File: src/rtl/pipe_stage_buf_pkg.sv
// Shared pipeline-stage payload definitions and bubble encodings for pipe_stage_buf instances.
package pipe_stage_buf_pkg;

  localparam logic [31:0] NOP_INST       = 32'h13;
  localparam logic [63:0] DEFAULT_BUBBLE = 64'(NOP_INST);

  typedef enum logic [1:0] {
    OCC_EMPTY   = 2'd0,
    OCC_PARTIAL = 2'd1,
    OCC_FULL    = 2'd2
  } occ_e;

  typedef struct packed {
    logic [31:0] pc;
    logic [31:0] inst;
  } if_id_t;

  typedef struct packed {
    logic [31:0] pc;
    logic [6:0]  opcode;
    logic [4:0]  rd;
    logic [4:0]  rs1;
    logic [4:0]  rs2;
    logic [2:0]  funct3;
    logic [6:0]  funct7;
    logic [31:0] imm;
  } id_ex_t;

  // Bubbles decode as ADDI x0,x0,0 so a drained stage behaves as a NOP.
  function automatic if_id_t if_id_bubble();
    if_id_t b;
    b      = '0;
    b.inst = NOP_INST;
    return b;
  endfunction

  function automatic id_ex_t id_ex_bubble();
    id_ex_t b;
    b        = '0;
    b.opcode = 7'h13;
    return b;
  endfunction

endpackage

File: src/rtl/pipe_buf_ram.sv
// DEPTH x WIDTH register array: one synchronous write port, one asynchronous read port, no reset.
module pipe_buf_ram #(
  parameter int WIDTH = 64,
  parameter int DEPTH = 2,
  parameter int AW    = 1
) (
  input  logic             CLK,
  input  logic             we,
  input  logic [AW-1:0]    waddr,
  input  logic [WIDTH-1:0] wdata,
  input  logic [AW-1:0]    raddr,
  output logic [WIDTH-1:0] rdata
);

  logic [WIDTH-1:0] mem [DEPTH];

  always_ff @(posedge CLK) begin
    if (we) mem[waddr] <= wdata;
  end

  assign rdata = mem[raddr];

endmodule

File: src/rtl/pipe_stage_buf.sv
// Elastic pipeline register with valid/ready backpressure, synchronous flush and bubble output.
// Define PIPE_STAGE_BUF_PERF_EN to add saturating stall/flush cycle counters.
module pipe_stage_buf
  import pipe_stage_buf_pkg::*;
#(
  parameter int               WIDTH  = 64,
  parameter int               DEPTH  = 2,
  parameter logic [WIDTH-1:0] BUBBLE = WIDTH'(DEFAULT_BUBBLE)
) (
  input  logic                       CLK,
  input  logic                       RST,
  input  logic                       flush_i,
  input  logic                       in_valid,
  output logic                       in_ready,
  input  logic [WIDTH-1:0]           in_data,
  output logic                       out_valid,
  input  logic                       out_ready,
  output logic [WIDTH-1:0]           out_data,
  output logic [$clog2(DEPTH+1)-1:0] count_o
`ifdef PIPE_STAGE_BUF_PERF_EN
  ,
  output logic [31:0]                stall_cnt_o,
  output logic [31:0]                flush_cnt_o
`endif
);

  localparam int CW = $clog2(DEPTH + 1);
  localparam int PW = (DEPTH > 1) ? $clog2(DEPTH) : 1;

  logic [PW-1:0]    wr_ptr, rd_ptr;
  logic [CW-1:0]    count;
  logic             push, pop, ram_we;
  logic [WIDTH-1:0] rd_data;
  occ_e             occ;

  function automatic logic [PW-1:0] ptr_inc(input logic [PW-1:0] p);
    return (p == PW'(DEPTH - 1)) ? '0 : p + 1'b1;
  endfunction

  always_comb begin
    occ = OCC_PARTIAL;
    if (count == '0)               occ = OCC_EMPTY;
    else if (count == CW'(DEPTH))  occ = OCC_FULL;
  end

  // Ready depends only on occupancy, so a full buffer refuses even when popping.
  assign in_ready  = (occ != OCC_FULL);
  assign out_valid = (occ != OCC_EMPTY);
  assign push      = in_valid & in_ready;
  assign pop       = out_valid & out_ready;
  assign ram_we    = push & ~flush_i & ~RST;
  assign out_data  = out_valid ? rd_data : BUBBLE;
  assign count_o   = count;

  always_ff @(posedge CLK) begin
    if (RST || flush_i) begin
      wr_ptr <= '0;
      rd_ptr <= '0;
      count  <= '0;
    end else begin
      if (push) wr_ptr <= ptr_inc(wr_ptr);
      if (pop)  rd_ptr <= ptr_inc(rd_ptr);
      if (push && !pop)      count <= count + 1'b1;
      else if (pop && !push) count <= count - 1'b1;
    end
  end

  pipe_buf_ram #(
    .WIDTH (WIDTH),
    .DEPTH (DEPTH),
    .AW    (PW)
  ) u_ram (
    .CLK   (CLK),
    .we    (ram_we),
    .waddr (wr_ptr),
    .wdata (in_data),
    .raddr (rd_ptr),
    .rdata (rd_data)
  );

`ifdef PIPE_STAGE_BUF_PERF_EN
  always_ff @(posedge CLK) begin
    if (RST) begin
      stall_cnt_o <= '0;
      flush_cnt_o <= '0;
    end else begin
      if (in_valid && !in_ready && stall_cnt_o != '1) stall_cnt_o <= stall_cnt_o + 32'd1;
      if (flush_i && flush_cnt_o != '1)               flush_cnt_o <= flush_cnt_o + 32'd1;
    end
  end
`endif

  always @(posedge CLK) begin
    if (!RST) begin
      assert (count <= CW'(DEPTH));
      assert (!(ram_we && !in_ready));
      assert (!(pop && !out_valid));
    end
  end

endmodule

File: config.mk
export PLATFORM = sky130hd
export DESIGN_NAME = pipe_stage_buf
export DESIGN_NICKNAME = d
export VERILOG_FILES = /design/src/rtl/pipe_stage_buf_pkg.sv /design/src/rtl/pipe_buf_ram.sv /design/src/rtl/pipe_stage_buf.sv
export SDC_FILE = /design/constraint.sdc
export NUM_CORES = 1
export LEC_CHECK = 0
export CAP_MARGIN = 20
export CORE_ASPECT_RATIO = 1.1
export CORE_MARGIN = 2
export CORE_UTILIZATION = 42
export DETAILED_ROUTE_END_ITERATION = 10
export GPL_TIMING_DRIVEN = 0
export PLACE_DENSITY = 0.71
export SYNTH_ARGS = -nofsm -noshare
export SYNTH_HDL_FRONTEND = slang
export SYNTH_SLANG_ARGS = --single-unit
File: constraint.sdc
create_clock -name CLK -period 21.4 [get_ports CLK]
set_input_delay 2.14 -clock CLK [delete_from_list [all_inputs] [get_ports CLK]]
set_output_delay 2.14 -clock CLK [all_outputs]
set_load 0.01 [all_outputs]
# After elaboration in Yosys (flattened, before gate mapping)
# Memory sizes are Yosys's and may differ from the RTL's. A register that Yosys moved wholly into a read port is not among the register bits.
# Cells that the tools add are included.
# Widths: inputs -> output; s select.
dict set report op_classes {
  reduce_logical 8
  bitwise 6
  n_addsub 4
  muxes 11
  eq_ne 2
}
# op n
set ops {}
lappend ops {{$mux 64} 1}
lappend ops {{$mux 2} 4}
lappend ops {{$mux 1} 6}
lappend ops {{$and 1x1->1} 4}
lappend ops {{$reduce_bool 2->1} 2}
lappend ops {{$add 1x1->1 const B} 2}
lappend ops {{$add 2x1->2 const B} 1}
lappend ops {{$eq 2x2->1 const B} 1}
lappend ops {{$logic_and 1x1->1} 2}
lappend ops {{$logic_not 1->1} 2}
lappend ops {{$logic_not 2->1} 1}
lappend ops {{$ne 2x2->1 const B} 1}
lappend ops {{$not 1->1} 2}
lappend ops {{$sub 2x1->2 const B} 1}
lappend ops {{$logic_or 1x1->1} 1}
dict set report word_totals {
  in_bits 69
  n_memories 1
  register_bits 4
  out_inout_bits 68
  word_cells 35
  ram_bits 128
}
# memory depth width rd rd_ports_with_merged_regs wr line_no
set mem_list {}
lappend mem_list {u_ram.mem 2 64 1 1 1 pipe_buf_ram.sv:15} ;# logic [WIDTH-1:0] mem [DEPTH];

# Logic depth before layout (Yosys ltp)
dict set report depth {
  word_depth 9
  ltp_mapped 6
  depth_no_buf 6
}

# Modules after synthesis
# From an unflattened synthesis, not the netlist that was laid out.
dict set report unflattened {
  cells_unflattened 296
  area_unflattened_um2 5605.4
}
# mod cells_per_inst n_inst seq_area_each_um2 area_per_inst_um2
set by_module_without_submodules {}
lappend by_module_without_submodules {pipe_buf_ram 201 1 3843.7 4933.5}
lappend by_module_without_submodules {pipe_stage_buf 95 1 80.1 671.9}

# Worst setup path after synthesis
# Ideal clock, no wire load.
dict set report synth_timing {
  kind {input-to-reg}
  start {input flush_i}
  end {memory u_ram.mem[0][0], enable pin}
  slack_ns 12.113
  setup_time_ns 0.644
  stages 3
  arrival_time_ns 8.643
  required_ns 20.756
  path_buffers 1
  cell_sequence {or2_2 > clkbuf_1 > nor4_1}
}
dict set report synth_via {
  elab_chain_len 5
}
# item line_no
set synth_lines {}
lappend synth_lines {{from (decl)} pipe_stage_buf.sv:12} ;# input logic flush_i,
lappend synth_lines {{$not 1->1} pipe_stage_buf.sv:51} ;# assign ram_we = push & ~flush_i & ~RST;
lappend synth_lines {{$and 1x1->1 (2 in series)} pipe_stage_buf.sv:51}
lappend synth_lines {{$mux 1} pipe_buf_ram.sv:18} ;# if (we) mem[waddr] <= wdata;
lappend synth_lines {{$mux 1 (not written as such)} pipe_buf_ram.sv:18}
lappend synth_lines {{to (decl)} pipe_buf_ram.sv:15}
# No other way between the ends.

# Worst setup path in the final report
dict set report layout_timing {
  start {input flush_i}
  end {memory u_ram.mem[0][24], enable pin}
}
# Same word-level chain as after synthesis.

==> metrics <==
FF-to-FF End=u_ram.mem[0][24]; Mapped Cells=about 300; period utilisation layout=0.207; synth warn=0; largest net degree at the start of global routing=17; classification of the worst setup path=in -> reg; number of synthesized register bits=around 130; Chip Height=119 um; Die X=109 um; worst r2r path cells=6; total grt overflow=0; first-pass GRT wire length=about 16000 um; Cell Count, Final, Fillers Out=approximately 640; Num CTS Buffers=17; io pins=around 140; FFs w/ async S/R, synth=0; Slew Limit Fails=0; CP Capture Type=flip-flop; hold_buf cts=0; Crit Reg-Reg Startpoint=count_o[0]; most common cell after layout, fill and taps aside=clkdlybuf4s50_1; Starting DRT DRC Count=about 110; RSZ-0062 raised after global routing=no; WL final=slightly above 10000 um; Leakage Power=2.43 nW; Final ANT Viol Nets=0; vias in the first global route=about 3300; slew margin rel.=0.354; CTS H-tree depth=4; Setup Buffers After CTS=0; Crit. Startpoint=flush_i; measured slew at the worst slew-check pin=~0.96 ns; fillcell total=between 900 and 1000; post_cts resized=0; clk root buf=clkbuf_16; Final nets=542; commonest non-fill, non-tap cells in the layout=136 x clkdlybuf4s50_1, 128 x edfxtp_1, 65 x nor2_1, 64 x mux2i_1, 19 x buf_4; DRC Markers=0; cell row count=between 40 and 50; worst skew pair latency=roughly 0.40 ns; Synth Cell Area=roughly 5000 um2; initial antenna violation count=0; CTS clk-pin slew, worst paths=0.06 ns; Setup crit end=u_ram.mem[0][24]; maximum buffer depth of the clock tree=2; WHS=about 0.52 ns; Clock Skew=a little over 0.007 ns; Ant. Diodes=0; TNS Setup=0 ns; r2r setup slk=about 19 ns; core area=roughly 12000 um2; Sink Count=between 100 and 150; routed via count=a little over 3000; predominant post-synthesis flop cell=edfxtp_1; Distinct cells, synth=18; Worst setup SP type=input pin; placed insts=around 610; layout cell share with drive strength beyond 1=0.132; post-synthesis sequential area ratio=0.781; DR WL/cell=~16 um; post-DP HPWL=7180 um; WP data required=between 20 and 25 ns; Arr. time, crit path=4.53 ns; HP Class=reg -> reg; Starting Density=0.425; TritonRoute pass-1 iters=4; power per cell area=87.8 nW/um2; Hold Vio Cnt, Final=0; endpoints failing setup=0; CP max FO=8; CTS tree=done; Tmin final=approximately 4.4 ns; gr usage total=0.167; area grow syn2layout=45.8%; overall power=roughly 0.65 mW; status=complete, no violations; DR vias/cell=approximately 4.8; maximum VDD drop=50.4 uV; max cap viols=0; final core utilization=0.620; full die area=between 10000 and 15000 um2; IO Port Bufs=roughly 140; Placer Congestion=approximately 0.66; highest clock rate=226 MHz; syn_area_per_cell=around 17 um2; Mapped Nets=between 300 and 400; EDFF count, synth=about 130
==> worst min path at each step <==
stage	cells after the start	slack, ns	to	from
after floorplan	2	0.47	wr_ptr	wr_ptr
after global placement	2	0.48	wr_ptr	wr_ptr
after detailed placement	2	0.50	flip-flop	rd_ptr
after CTS	2	0.52	flip-flop	rd_ptr
after global routing	2	0.56	flip-flop	rd_ptr
final	2	0.52	flip-flop	rd_ptr
==> worst max-delay path: stages <==
cell and delay (ns):
clkdlybuf4s50_1 0.40, or2_2 0.29, clkbuf_1 0.21, nor4_2 0.76, buf_6 0.24, buf_6 0.13
buf_4 0.16, buf_4 0.19
==> flip-flops by register name, summed over array words and instances, names as in the netlist, named ones only <==
| signal | count |
|---|---|
| wr_ptr | 1 |
| u_ram.mem | 128 |
| count_o | 2 |
| rd_ptr | 1 |
==> power breakdown <==
part | total (mW) | leakage (nW) | internal [mW] | switching (mW)
sequential | 0.293 | 1.20 | 0.292 | 0.00187
clock | 0.285 | 0.277 | 0.182 | 0.103
combinational | 0.0684 | 0.954 | 0.0380 | 0.0304
==> cell type report <==
cell class              count  area [um2]  area share
flip-flops and latches    133        3940       0.536
clock inverters            13         160      0.0217
clock buffers              18         429      0.0583
inverters                   4        15.0     0.00204
multi-input cells         148        1020       0.138
plain buffers              14        86.3      0.0117
well taps                 154         193      0.0262
repair buffers            154        1520       0.206
==> synth_stat cells (2+ instances only) <==
master    number  area (um2)
mux2i_1       64         641
nor4_1         2        12.5
edfxtp_1     128        3840
nor2_1        65         244
inv_1          4        15.0
o21ai_0        3        15.0
dfxtp_1        5         100
or3_1          2        12.5
nand2_1        3        11.3
buf_4          7        52.6
xor2_1         3        26.3
buf_2          6        30.0
a21oi_1        2        10.0
==> stage by stage <==
step | worst slack [ns] | area, um2
4_1_cts | 16.94 | 7360
3_3_place_gp | 8.08 | 6610
5_1_grt | 16.80 | 7360
6_report | 16.97 | 7360
3_5_place_dp | 16.51 | 6780
2_1_floorplan | 12.11 | 5050
==> cell families after synthesis <==
kind of cell,after synthesis,share of synthesized area
adder cells (fa/ha/maj),1,0.00248
buffers and inverters,18,0.0201
AO/OA/AOI/OAI,5,0.00495
flip-flops,133,0.781
multiplexers,64,0.127
AND/OR/NAND/NOR,75,0.0597
XOR/XNOR,3,0.00520
==> routing by layer <==
metal | vias to the layer above | wire length (um) | part of all wire | global-route usage
li1 | 1454 | - | - | -
met3 | 9 | 557 | 0.055 | 0.0558
met1 | 1483 | 4200 | 0.41 | 0.197
met4 | 0 | 98 | 0.0096 | 0.0601
met5 | - | 0 | 0 | 0
met2 | 94 | 5340 | 0.52 | 0.283
Power figures use the tool's default switching activity.
